--- config.mk ---
export PLATFORM = sky130hd
export DESIGN_NAME = pdm_decimator
export DESIGN_NICKNAME = d
export VERILOG_FILES = /design/src/rtl/pdm_decimator.sv
export SDC_FILE = /design/constraint.sdc
export NUM_CORES = 1
export LEC_CHECK = 0
export ABC_AREA = 0
export CORE_ASPECT_RATIO = 0.6
export CORE_MARGIN = 2
export CORE_UTILIZATION = 45
export CTS_CLUSTER_DIAMETER = 40
export CTS_CLUSTER_SIZE = 8
export DETAILED_ROUTE_END_ITERATION = 8
export GPL_ROUTABILITY_DRIVEN = 0
export PLACE_DENSITY = 0.57
export SLEW_MARGIN = 20
export SYNTH_ARGS = -nofsm -noshare
export SYNTH_HDL_FRONTEND = slang
export SYNTH_SLANG_ARGS = --single-unit
--- constraint.sdc ---
create_clock -name clk -period 15.2 [get_ports clk]
set_clock_uncertainty 0.15 [all_clocks]
set_input_delay 2.28 -clock clk [delete_from_list [all_inputs] [get_ports clk]]
set_output_delay 2.28 -clock clk [all_outputs]
set_load 0.01 [all_outputs]
--- src/rtl/pdm_decimator.sv ---
// Third-order CIC decimator that turns a 1-bit PDM stream into unsigned PCM samples.
// The integrators run on enabled bits. The combs run once per R bits, and the output is registered one cycle later.
module pdm_decimator #(
    parameter int DEC_LOG2 = 5,
    parameter int OUT_W    = 16
) (
    input  logic             clk,
    input  logic             reset,
    input  logic             pdm_in,
    input  logic             pdm_en,
    output logic [OUT_W-1:0] sample_out,
    output logic             sample_valid
);

    localparam int W     = 3*DEC_LOG2 + 1;
    localparam int SHIFT = OUT_W - (W-1);

    typedef logic [W-1:0] acc_t;

    // Full scale (2^(W-1)) does not fit in W-1 bits, so it is clamped.
    // Settling transients that wrap negative are clamped as well.
    function automatic logic [OUT_W-1:0] scale_sat(input acc_t c);
        logic [W-2:0]     y;
        logic [OUT_W-1:0] ext;
        y   = c[W-1] ? {(W-1){1'b1}} : c[W-2:0];
        ext = OUT_W'(y);
        return ext << SHIFT;
    endfunction

    acc_t i1_q, i1_d, i2_q, i2_d, i3_q, i3_d;
    acc_t d1_q, d1_d, d2_q, d2_d, d3_q, d3_d;
    acc_t c3_q, c3_d;
    acc_t i3n, c1, c2, c3;
    logic [DEC_LOG2-1:0] cnt_q, cnt_d;
    logic                dec_q, dec_d;
    logic [OUT_W-1:0]    sample_q, sample_d;
    logic                valid_q, valid_d;

    always_comb begin
        i1_d     = i1_q;
        i2_d     = i2_q;
        i3_d     = i3_q;
        d1_d     = d1_q;
        d2_d     = d2_q;
        d3_d     = d3_q;
        c3_d     = c3_q;
        cnt_d    = cnt_q;
        dec_d    = 1'b0;
        i3n      = i3_q + i2_q;
        c1       = i3n - d1_q;
        c2       = c1 - d2_q;
        c3       = c2 - d3_q;

        // Stage 0: integrators at bit rate; combs at the decimation instant.
        if (pdm_en) begin
            i1_d  = i1_q + acc_t'(pdm_in);
            i2_d  = i2_q + i1_q;
            i3_d  = i3n;
            cnt_d = cnt_q + 1'b1;
            if (&cnt_q) begin
                dec_d = 1'b1;
                c3_d  = c3;
                d1_d  = i3n;
                d2_d  = c1;
                d3_d  = c2;
            end
        end

        // Stage 1: scale and publish the comb result one cycle later.
        valid_d  = dec_q;
        sample_d = dec_q ? scale_sat(c3_q) : sample_q;
    end

    always_ff @(posedge clk or posedge reset) begin
        if (reset) begin
            i1_q     <= '0;
            i2_q     <= '0;
            i3_q     <= '0;
            d1_q     <= '0;
            d2_q     <= '0;
            d3_q     <= '0;
            c3_q     <= '0;
            cnt_q    <= '0;
            dec_q    <= 1'b0;
            sample_q <= '0;
            valid_q  <= 1'b0;
        end else begin
            i1_q     <= i1_d;
            i2_q     <= i2_d;
            i3_q     <= i3_d;
            d1_q     <= d1_d;
            d2_q     <= d2_d;
            d3_q     <= d3_d;
            c3_q     <= c3_d;
            cnt_q    <= cnt_d;
            dec_q    <= dec_d;
            sample_q <= sample_d;
            valid_q  <= valid_d;
        end
    end

    assign sample_out   = sample_q;
    assign sample_valid = valid_q;

endmodule

==> run_results.csv, run 1 <==
group,metric,value,unit
run_status,status,"completed",
hold_path,hold_depth,2,
clock_network,clk_pin_slew,0.06,ns
sta,setup_violations,0,
layout,layout_common_cells,"134 x dfrtp_1, 98 x nand2_1, 79 x ha_1",
critical_path,crit_arrival,6.63,ns
critical_path,crit_family,"compound AO/OA/AOI/OAI gates",
clock_network,cts_setup_buffers,0,
placed_design,placed_area,9050,um^2
synth,syn_area_per_cell,9.21,um^2
route,drtPass1Iterations,5,
route,drt-total-wl,17400,um
die,die_height,112,um
hold_path,min_from,"c3_q[13]",
global_routing,grt_pass1_wl,30200,um
critical_path,crit_required,15.38,ns
die,num_io_pins,21,
critical_path,reg2reg_depth,26,
synth,syn_area,8680,um^2
sta,setup_tns,0,ns
sta,slew_violations,0,
layout,layout_commonest_cell,"dfrtp_1",
die,row_count,39,
sta,fin_crit_sh,42.5,%
critical_path,reg2reg_slack,8.74,ns
layout,nets,1042,
clock_network,cts_tree,"built",
synth,synth_nets,1031,
global_routing,grt_use_total,18.6,%
route,viasPerCell,5.19,
global_routing,antenna_found_initial,0,
clock_network,root_buffer,"clkbuf_16",
critical_path,crit_type,"flop to flop",
clock_network,cts_buffers,17,
layout,postLayoutCellArea,9600,um^2
synth,ys_types,68,
synth,synth_flop_cell,"dfrtp_1",
clock_network,h-tree-depth,4,
die,start_util,45.7,%
critical_path,cpMostUsedCell,"ha_1",
placed_design,port_buffers,19,
critical_path,crit_buf_inv,0,
job,maxCapViolCount,0,
die,coreArea,19000,um^2
global_routing,grt_pass1_vias,5987,
die,die_w,183,um
critical_path,end_kind,"flop",
route,avgRoutedWirePerCell,14.4,um
sta,finalHoldViolCount,0,
sta,worstMarginPinSlew,0.990,ns
layout,area_delta_synth_final,10.6,%
layout,fillers,1771,
route,vias,6281,
critical_path,r2r_end,"c3_q[15]",
clock_network,hold_buffers,0,
synth,ys_warn_count,0,
global_routing,grt.overflow.total,0,
synth,synth_edf_count,0,
hold_path,min_to,"c3_q[13]",
synth,async_reset_ff_share,100,%
placed_design,place_hpwl,12200,um
clock_network,clk_latency,0.42,ns
clock_network,cts_resized,0,
synth,postSynthCellCount,943,
critical_path,slowest_stage,"fa_1",
synth,seq_area_frac_synth,38.6,%
die,dieArea,20500,um^2
sta,worst_slew_margin_rel,34.0,%
clock_network,clock_sinks,134,
sta,min_period,6.46,ns
hold_path,hold_class,"flop to flop",
sta,rsz0062_at_grt,"no",
route,drc,0,
critical_path,slowest_delay,0.41,ns
critical_path,startpoint_type,"flop",
layout,drive_gt1_share,8.30,%
sta,fmax,0.155,GHz
clock_network,clockBufferDepth,2,
global_routing,grt_max_degree,82,
synth,ys_seq_elements,134,
critical_path,cp_max_fo,5,
route,drtAntennaViolNets,0,
route,drt-initial-drc-count,399,
critical_path,timing.rr.start,"i2_q[0]",
layout,n_antenna_cell,0,
==> layout make-up <==
cell class,count,area [um^2],share of cell area (%)
inverter,76,290,3.02
tap,246,308,3.21
sequential,134,3350,34.9
clock inverter,5,75.1,0.782
clock buffer,24,472,4.91
multi-input combinational,703,4900,51.0
timing repair buffer,22,208,2.16
==> stage by stage <==
| stage | utilization (%) | worst slack (ns) | instances | hold WS [ns] |
|---|---|---|---|---|
| 3_3_place_gp | 47.7 | 8.92 | 1181 | 0.310 |
| 2_1_floorplan | - | 9.19 | 943 | 0.239 |
| 5_1_grt | 50.6 | 8.18 | 1210 | 0.343 |
| 4_1_cts | 50.6 | 8.76 | 1210 | 0.320 |
| 6_report | 50.6 | 8.74 | 1210 | 0.315 |
| 3_5_place_dp | 47.7 | 8.81 | 1181 | 0.307 |
==> cell families (layout without fill, tap and decap cells) <==
| logic type | Yosys count | in the layout | synth area share, % |
|---|---|---|---|
| simple gates | 280 | 280 | 15.3 |
| compound gates | 229 | 229 | 16.1 |
| flops | 134 | 134 | 38.6 |
| buf+inv | 106 | 127 | 5.07 |
| fa+ha+maj | 84 | 84 | 12.5 |
| xor+xnor | 74 | 74 | 7.80 |
| mux | 35 | 35 | 4.50 |
| other cells | 1 | 1 | 0.0432 |
==> worst max-delay path by stage <==
| stage | start | end | slack [ns] | depth (start not counted) |
|---|---|---|---|---|
| finish | i2_q[0] | c3_q[15] | 8.74 | 26 |
| global route | i2_q[0] | c3_q[15] | 8.18 | 26 |
| CTS | i2_q[0] | c3_q[15] | 8.76 | 26 |
| detailed placement | i2_q[0] | c3_q[15] | 8.81 | 26 |
| global placement | i2_q[0] | c3_q[15] | 8.92 | 26 |
| floorplan | reset | c3_q[0] | 9.19 | 1 |
==> flip-flops by register name, summed over array words and instances, names as in the netlist <==
name          count
d2_q             16
d1_q             16
d3_q             16
i2_q             16
sample_out       15
i3_q             16
cnt_q             5
i1_q             16
c3_q             16
dec_q             1
sample_valid      1
==> cells in the mapped netlist, types with 4 or more instances <==
| cell type | instances | area (um^2) |
|---|---|---|
| o21ai_0 | 63 | 315 |
| nand2_1 | 98 | 368 |
| o21a_1 | 8 | 60.1 |
| a21oi_1 | 68 | 340 |
| ha_1 | 79 | 988 |
| dfrtp_1 | 134 | 3350 |
| xor2_1 | 15 | 131 |
| o31ai_1 | 6 | 45.0 |
| mux2_2 | 32 | 360 |
| nand4_1 | 5 | 31.3 |
| a21o_1 | 19 | 143 |
| and3_1 | 11 | 68.8 |
| xnor2_1 | 56 | 490 |
| a211oi_1 | 11 | 82.6 |
| nand2b_1 | 5 | 31.3 |
| nor3b_1 | 5 | 37.5 |
| nor3_1 | 16 | 80.1 |
| or2_2 | 4 | 25.0 |
| o21ai_1 | 13 | 65.1 |
| nand3_1 | 22 | 110 |
| a31oi_1 | 6 | 37.5 |
| nor2b_1 | 9 | 56.3 |
| nor2_1 | 75 | 282 |
| fa_1 | 5 | 100 |
| or3_1 | 7 | 43.8 |
| o21bai_1 | 9 | 67.6 |
| nand3b_1 | 4 | 30.0 |
| inv_1 | 76 | 285 |
| clkbuf_1 | 20 | 75.1 |
==> tightest hold or removal path, delay by kind of cell, from the launching register on <==
kind             cells  cell delay, ns
AND/OR/NAND/NOR      2            0.10
flip-flops           1            0.34
==> per-layer routing <==
metal  track usage (%)  wire, um  vias to the layer above
li1                  -         -                     3301
met1              30.3     10400                     2885
met2              23.8      6270                       79
met3              3.47       552                       16
met4              6.61       238                        0
met5                 0         0                        -
Power of run 1 is left out: the tool's default activity adds up to more than one toggle a clock period on the data nets, which glitch-free logic cannot reach.
==> inputs of run 2 (changes only) <==
--- a/config.mk
+++ b/config.mk
@@ -13,7 +13,7 @@
 export CTS_CLUSTER_SIZE = 8
 export DETAILED_ROUTE_END_ITERATION = 8
 export GPL_ROUTABILITY_DRIVEN = 0
-export PLACE_DENSITY = 0.57
+export PLACE_DENSITY = 0.59
 export SLEW_MARGIN = 20
 export SYNTH_ARGS = -nofsm -noshare
 export SYNTH_HDL_FRONTEND = slang
==> constraint.sdc (replaced) <==
create_clock -name clk -period 5.7 [get_ports clk]
set_clock_uncertainty 0.15 [all_clocks]
set_input_delay 0.855 -clock clk [delete_from_list [all_inputs] [get_ports clk]]
set_output_delay 0.855 -clock clk [all_outputs]
set_load 0.01 [all_outputs]
==> run 2 against run 1 <==
Compared with the run above: the flow now finishes with violations (negative setup slack); first-iteration DRC count rose by 7.3%; via count rose by 8.2%; core utilization rose by 7.2 points; highest routed layer unchanged.
==> run_results.csv, run 2 (synthesized netlist as in run 1, its figures left out) <==
group,metric,value,unit
critical_path,startpoint_type,"flop",
sta,fin_ws,-0.123,ns
sta,fin_crit_sh,102,%
route,drt-total-wl,19500,um
route,avgRoutedWirePerCell,15.0,um
global_routing,grt.overflow.total,0,
route,viasPerCell,5.22,
clock_network,h-tree-depth,4,
clock_network,cts_tree,"built",
route,drtAntennaViolNets,0,
critical_path,reg2reg_depth,27,
die,dieArea,20500,um^2
global_routing,grt_max_degree,101,
die,row_count,39,
clock_network,clockBufferDepth,2,
placed_design,place_hpwl,13200,um
layout,nets,1132,
critical_path,crit_type,"flop to flop",
sta,slew_violations,0,
placed_design,place_inst,1249,
run_status,violations,"negative setup slack",
global_routing,grt_pass1_vias,6810,
die,die_height,112,um
layout,fin_util,57.8,%
critical_path,r2r_end,"c3_q[15]",
critical_path,crit_arrival,6.02,ns
layout,n_antenna_cell,0,
critical_path,timing.rr.start,"i2_q[0]",
clock_network,cts_buffers,17,
clock_network,clk_latency,0.43,ns
route,drtPass1Iterations,5,
job,maxCapViolCount,0,
critical_path,slowest_stage,"dfrtp_1",
route,drt-initial-drc-count,428,
critical_path,crit_buf_inv,1,
die,coreArea,19000,um^2
sta,setup_violations,1,
sta,fmax,0.172,GHz
hold_path,hold_depth,2,
route,vias,6799,
sta,rsz0062_at_grt,"yes",
clock_network,clock_sinks,134,
hold_path,hold_class,"flop to flop",
layout,postLayoutCellArea,11000,um^2
die,num_io_pins,21,
placed_design,port_buffers,19,
global_routing,antenna_found_initial,0,
critical_path,crit_family,"compound AO/OA/AOI/OAI gates",
critical_path,reg2reg_slack,-0.12,ns
die,die_w,183,um
placed_design,dp_slack,-0.396,ns
global_routing,grt_use_total,20.4,%
global_routing,grt_pass1_wl,33500,um
die,start_util,45.7,%
clock_network,root_buffer,"clkbuf_16",
placed_design,placed_area,9570,um^2
layout,layout_commonest_cell,"dfrtp_1",
sta,worstMarginPinSlew,0.983,ns
critical_path,cp_max_fo,5,
clock_network,clk_pin_slew,0.06,ns
layout,area_delta_synth_final,26.4,%
critical_path,end_kind,"flop",
sta,min_period,5.82,ns
layout,drive_gt1_share,23.8,%
hold_path,min_from,"c3_q[13]",
run_status,status,"complete, but fails checks",
critical_path,crit_required,5.90,ns
route,drc,0,
hold_path,min_to,"c3_q[13]",
sta,finalHoldViolCount,0,
critical_path,slowest_delay,0.38,ns
layout,layout_common_cells,"134 x dfrtp_1, 97 x nand2_1, 91 x buf_4",
sta,worst_slew_margin_rel,34.4,%
layout,fin_cells,1303,
layout,fillers,1615,
run 2: cell count changes in the layout (fill, tap and decap cells not counted), sizes merged:
| cell | before | now |
|---|---|---|
| inv | 76 | 79 |
| buf | 4 | 94 |
| bufinv | 2 | 8 |
| clkinvlp | 0 | 1 |
| clkbuf | 24 | 17 |
run 2: cell type report:
cell class	instances	area [um^2]	share of cell area [%]
clock buffer	17	425	3.88
clock inverter	15	297	2.70
inverter	76	290	2.64
multi-input combinational	703	5410	49.3
sequential	134	3350	30.6
tap	246	308	2.80
timing repair buffer	112	891	8.12
run 2: per-stage QoR:
stage / TNS (ns) / hold WS [ns]
final: -0.123 / 0.321
after global routing: -0.859 / 0.353
after CTS: -0.133 / 0.329
after detailed placement: -0.703 / 0.313
after global placement: -0.267 / 0.305
after floorplan: 0 / 0.239
run 2: repair_timing:
| item | in CTS | in global routing |
|---|---|---|
| hold buffers | 0 | 0 |
| endpoints found under the setup margin | 4 | 7 |
| resized for setup | 32 | 62 |
| buffers inserted | 11 | 12 |
| pin swaps | 32 | 51 |
| cloned | 0 | 0 |
run 2: worst min-delay path, cell delays in order, from the launching register on:
cell and delay (ns):
dfrtp_1 0.34, nand2_1 0.05, nand2_1 0.05
run 2: metal layers:
metal  wire, um  global-route usage, %
met1      11000                   32.1
met2       7680                   28.3
met3        703                   4.38
met4        161                   4.37
met5          0                      0
run 2: worst max-delay path by stage:
stage	cells after the start	slack, ns	end	startpoint
after floorplan	26	0.03	c3_q[15]	i2_q[0]
after global placement	26	-0.24	c3_q[15]	i2_q[0]
after detailed placement	26	-0.40	c3_q[15]	i2_q[0]
after CTS	26	-0.13	c3_q[15]	i3_q[0]
after global routing	28	-0.44	c3_q[15]	i2_q[0]
final	27	-0.12	c3_q[15]	i2_q[0]
Power of run 2 is left out for the same reason.
==> RTL change 1: new RTL, config.mk and constraints of run 2 <==
`OUT_W`: 16 -> 32.
--- a/src/rtl/pdm_decimator.sv
+++ b/src/rtl/pdm_decimator.sv
@@ -2,7 +2,7 @@
 // The integrators run on enabled bits. The combs run once per R bits, and the output is registered one cycle later.
 module pdm_decimator #(
     parameter int DEC_LOG2 = 5,
-    parameter int OUT_W    = 16
+    parameter int OUT_W    = 32
 ) (
     input  logic             clk,
     input  logic             reset,
Interface: changed (resized sample_out); port bits go from 21 to 37. No check against the original RTL was run, so the function may have changed too.
==> RTL change 1 against run 2 <==
  * The run still ends with negative setup slack left
  * Final area fell by 1.7%
  * Worst setup slack improved by 110 ps
  * Synthesized area increased by 1.4%
  * Wire length shrank 1.9%
  * Sequential cell count did not move
  * Critical path depth grew 3
  * Critical path type unchanged
Power is left out: the tool's default activity adds up to more than one toggle a clock period on the data nets, which glitch-free logic cannot reach.
==> RTL change 1: results (changes against run 2) <==
M1 WL=10800 um (-1.9%); DR WL/cell=14.3 um (-4.3%); Synth Area in Adders=0.124 (-0.00171); hold endpoint=c3_q[1]; global routing usage on met2=0.268 (-0.0152); complex-gate fraction of the synthesized area=0.159 (-0.00220); synth top area cells=dfrtp_1 (38%), ha_1 (11%), xnor2_1 (5.6%), nand2_1 (4.2%), mux2_2 (4.1%); R2R depth=30 (+11%); drt via density=5.04 (-3.3%); DRT iter0 DRCs=347 (-19%); # resized after CTS=36 (+13%); met3 usage=0.0451 (+0.00127); Slew @ Worst Pin=1010 ps (+22.5 ps); failing checks=negative setup slack; pre-CTS WS=-433 ps (-37.1 ps); CP max FO=3 (-2); WL met3=755 um (+7.4%); DR pass1 iterations=4 (-1); placed cell count=1281 (+2.6%); WL met2=7420 um (-3.3%); FF-to-FF End=c3_q[13]; Max stage delay on crit path=400 ps (+20 ps); post-route setup slack=-16.8 ps (+106 ps); global routing usage on met1=0.311 (-0.00987); share of cells above drive strength 1=0.222 (-0.0162); Via Count=6745 (-0.79%); mux share of post-synthesis cell area=0.0443 (-0.000613); Hold Slack=326 ps (+5.37 ps); status=finished with violations; final setup vio count=2 (+1)
RTL change 1: changes by cell type in the layout (fill, tap and decap cells not counted), sizes merged:
cell,delta
clkinv,+2
bufinv,-8
clkbuf,+8
conb,+16
clkinvlp,-1
inv,-3
RTL change 1: layout make-up:
cell class,instances,area share
Clock buffer,25,0.0450
Clock inverter,5,0.00232
Inverter,76,0.0269
Multi-Input combinational cell,719,0.501
Sequential cell,134,0.311
Tap cell,266,0.0308
Timing Repair Buffer,112,0.0829
RTL change 1: worst max-delay path, delay by kind of cell, from the launching register on:
| family | cells | cell delay (ps) |
|---|---|---|
| flip-flops | 1 | 400 |
| AO/OA/AOI/OAI | 11 | 1790 |
| adder cells (fa/ha/maj) | 5 | 1430 |
| buffers and inverters | 4 | 540 |
| AND/OR/NAND/NOR | 6 | 660 |
| XOR/XNOR | 4 | 680 |
RTL change 1: kinds of logic after synthesis:
group / Yosys count
compound gates: 229
xor+xnor: 74
fa+ha+maj: 84
buf+inv: 122
flops: 134
mux: 35
other cells: 1
simple gates: 280
==> RTL change 2: new RTL, flow settings as in run 2 <==
Without the edit above. Register the inputs `pdm_in` and `pdm_en` before use. The logic sees them one clock later.
--- a/src/rtl/pdm_decimator.sv
+++ b/src/rtl/pdm_decimator.sv
@@ -16,6 +16,14 @@
     localparam int SHIFT = OUT_W - (W-1);
 
     typedef logic [W-1:0] acc_t;
+
+    logic pdm_q;
+    logic pdm_en_q;
+
+    always_ff @(posedge clk) begin
+        pdm_q    <= pdm_in;
+        pdm_en_q <= pdm_en;
+    end
 
     // Full scale (2^(W-1)) does not fit in W-1 bits, so it is clamped.
     // Settling transients that wrap negative are clamped as well.
@@ -52,8 +60,8 @@
         c3       = c2 - d3_q;
 
         // Stage 0: integrators at bit rate; combs at the decimation instant.
-        if (pdm_en) begin
-            i1_d  = i1_q + acc_t'(pdm_in);
+        if (pdm_en_q) begin
+            i1_d  = i1_q + acc_t'(pdm_q);
             i2_d  = i2_q + i1_q;
             i3_d  = i3n;
             cnt_d = cnt_q + 1'b1;
Check against the original RTL: same outputs for any inputs over 10 cycles, from zero or initial values and one cycle with reset high; that may be too few to reach the edited logic, so the function may still have changed.
==> RTL change 2 against run 2 <==
  * The run still ends with negative setup slack left
  * Wire length down 1.3%
  * Critical endpoint unchanged
  * Final area down 2.1%
  * Worst setup slack better by 16 ps
  * Largest cell class unchanged
  * Synthesized area is 0.46% higher
  * Sequential cell count grew 2
Power is not shown: default switching activity piles up to over one toggle a cycle in this logic, so the estimate is an artifact.
==> RTL change 2: results (changes against run 2) <==
status=finished with violations; failing checks=negative setup slack; Synth async-reset ratio=0.985 (-0.0147); DRT iter0 DRCs=315 (-26%); gr usage total=0.199 (-0.00414); register area share after synthesis=0.389 (+0.00282); CP Data Arrival Time=6010 ps (about the same); Final TNS setup=-107 ps (+15.8 ps); nets=1126 (-0.53%); synth top area cells=dfrtp_1 (38%), ha_1 (11%), xnor2_1 (5.6%), nand2_1 (4.2%), mux2_2 (4.1%); vias in the first global route=6620 (-2.8%); first-pass GRT wire length=32800 um (-2.0%); CTS Buf Count=17 (unchanged); XOR/XNOR share of the synthesized area=0.0776 (-0.000358); Syn Nets=1033 (+0.19%); DP Wirelength=12900 um (-2.1%); final setup vio count=1 (unchanged); share of cells above drive strength 1=0.217 (-0.0215); Via Count=6748 (-0.75%); CP max FO=4 (-1); Layout fillers=1691 (+4.7%); largest net degree at the start of global routing=100 (-0.99%); complex-gate fraction of the synthesized area=0.161 (-0.000741); Hold Startpoint=c3_q[1]; post-route setup slack=-107 ps (+15.8 ps); Yosys cell types=69 (+1.5%); Synth Area in Adders=0.125 (-0.000575); initial antenna violation count=0 (unchanged); mux share of post-synthesis cell area=0.0448 (-0.000206); Slew @ Worst Pin=955 ps (-28.4 ps); DR WL/cell=14.9 um (-0.87%); clk_lat worst skew=430 ps (about the same)
-- RTL change 2: worst paths after layout --
path	end	slack, ps	depth (start not counted)
hold reg to reg	c3_q[1]	330	2
min in group asynchronous	sample_out[4]	850	2
max in group asynchronous	i1_q[15]	3490	3
setup reg to reg	c3_q[15]	-110	28
setup / recovery	c3_q[15]	-110	28
hold / removal	c3_q[1]	330	2
-- RTL change 2: area by class of cell --
class,instances,area share
multi-input cells,703,0.497
well taps,246,0.0286
flip-flops and latches,136,0.316
repair buffers,104,0.0778
clock inverters,9,0.00908
clock buffers,23,0.0445
inverters,76,0.0270
-- RTL change 2: layer usage --
layer	vias up	track usage	wire length, um
met2	68	0.271	7580
met5	-	0	0
met4	0	0.0331	92
met1	3209	0.318	11100
met3	9	0.0507	537
li1	3462	-	-
-- RTL change 2: cells by family (layout without fill, tap and decap cells) --
family                   count (synthesis)  after routing
XOR/XNOR                                74             74
AND/OR/NAND/NOR                        280            280
other                                    1              1
buffers and inverters                  106            212
AO/OA/AOI/OAI                          229            229
multiplexers                            35             35
flip-flops                             136            136
adder cells (fa/ha/maj)                 84             84
-- RTL change 2: critical path: cells and delay by family (launching register included) --
kind / cells / cell delay (ps)
AOI/OAI and AO/OA: 11 / 1970
and+or+nand+nor: 5 / 790
adders and majority gates: 5 / 1360
xor gates and xnor gates: 4 / 720
DFF: 1 / 380
buffers and inverters: 3 / 350
-- RTL change 2: timing repair --
item,in CTS,in global routing
setup buffers,7,10
gates cloned,0,0
pin swaps,27,48
endpoints found under the setup margin,4,6
resized for setup,32,50
-- RTL change 2: through the flow --
step / hold slack [ps] / instances / cell area [sq um] / setup WS [ps]
4_1_cts: 328 / 1288 / 10400 / -107
3_3_place_gp: 310 / 1249 / 9600 / -216
3_5_place_dp: 314 / 1249 / 9600 / -407
5_1_grt: 354 / 1297 / 10700 / -448
2_1_floorplan: 239 / 945 / 8730 / 29.1
6_report: 327 / 1297 / 10700 / -107
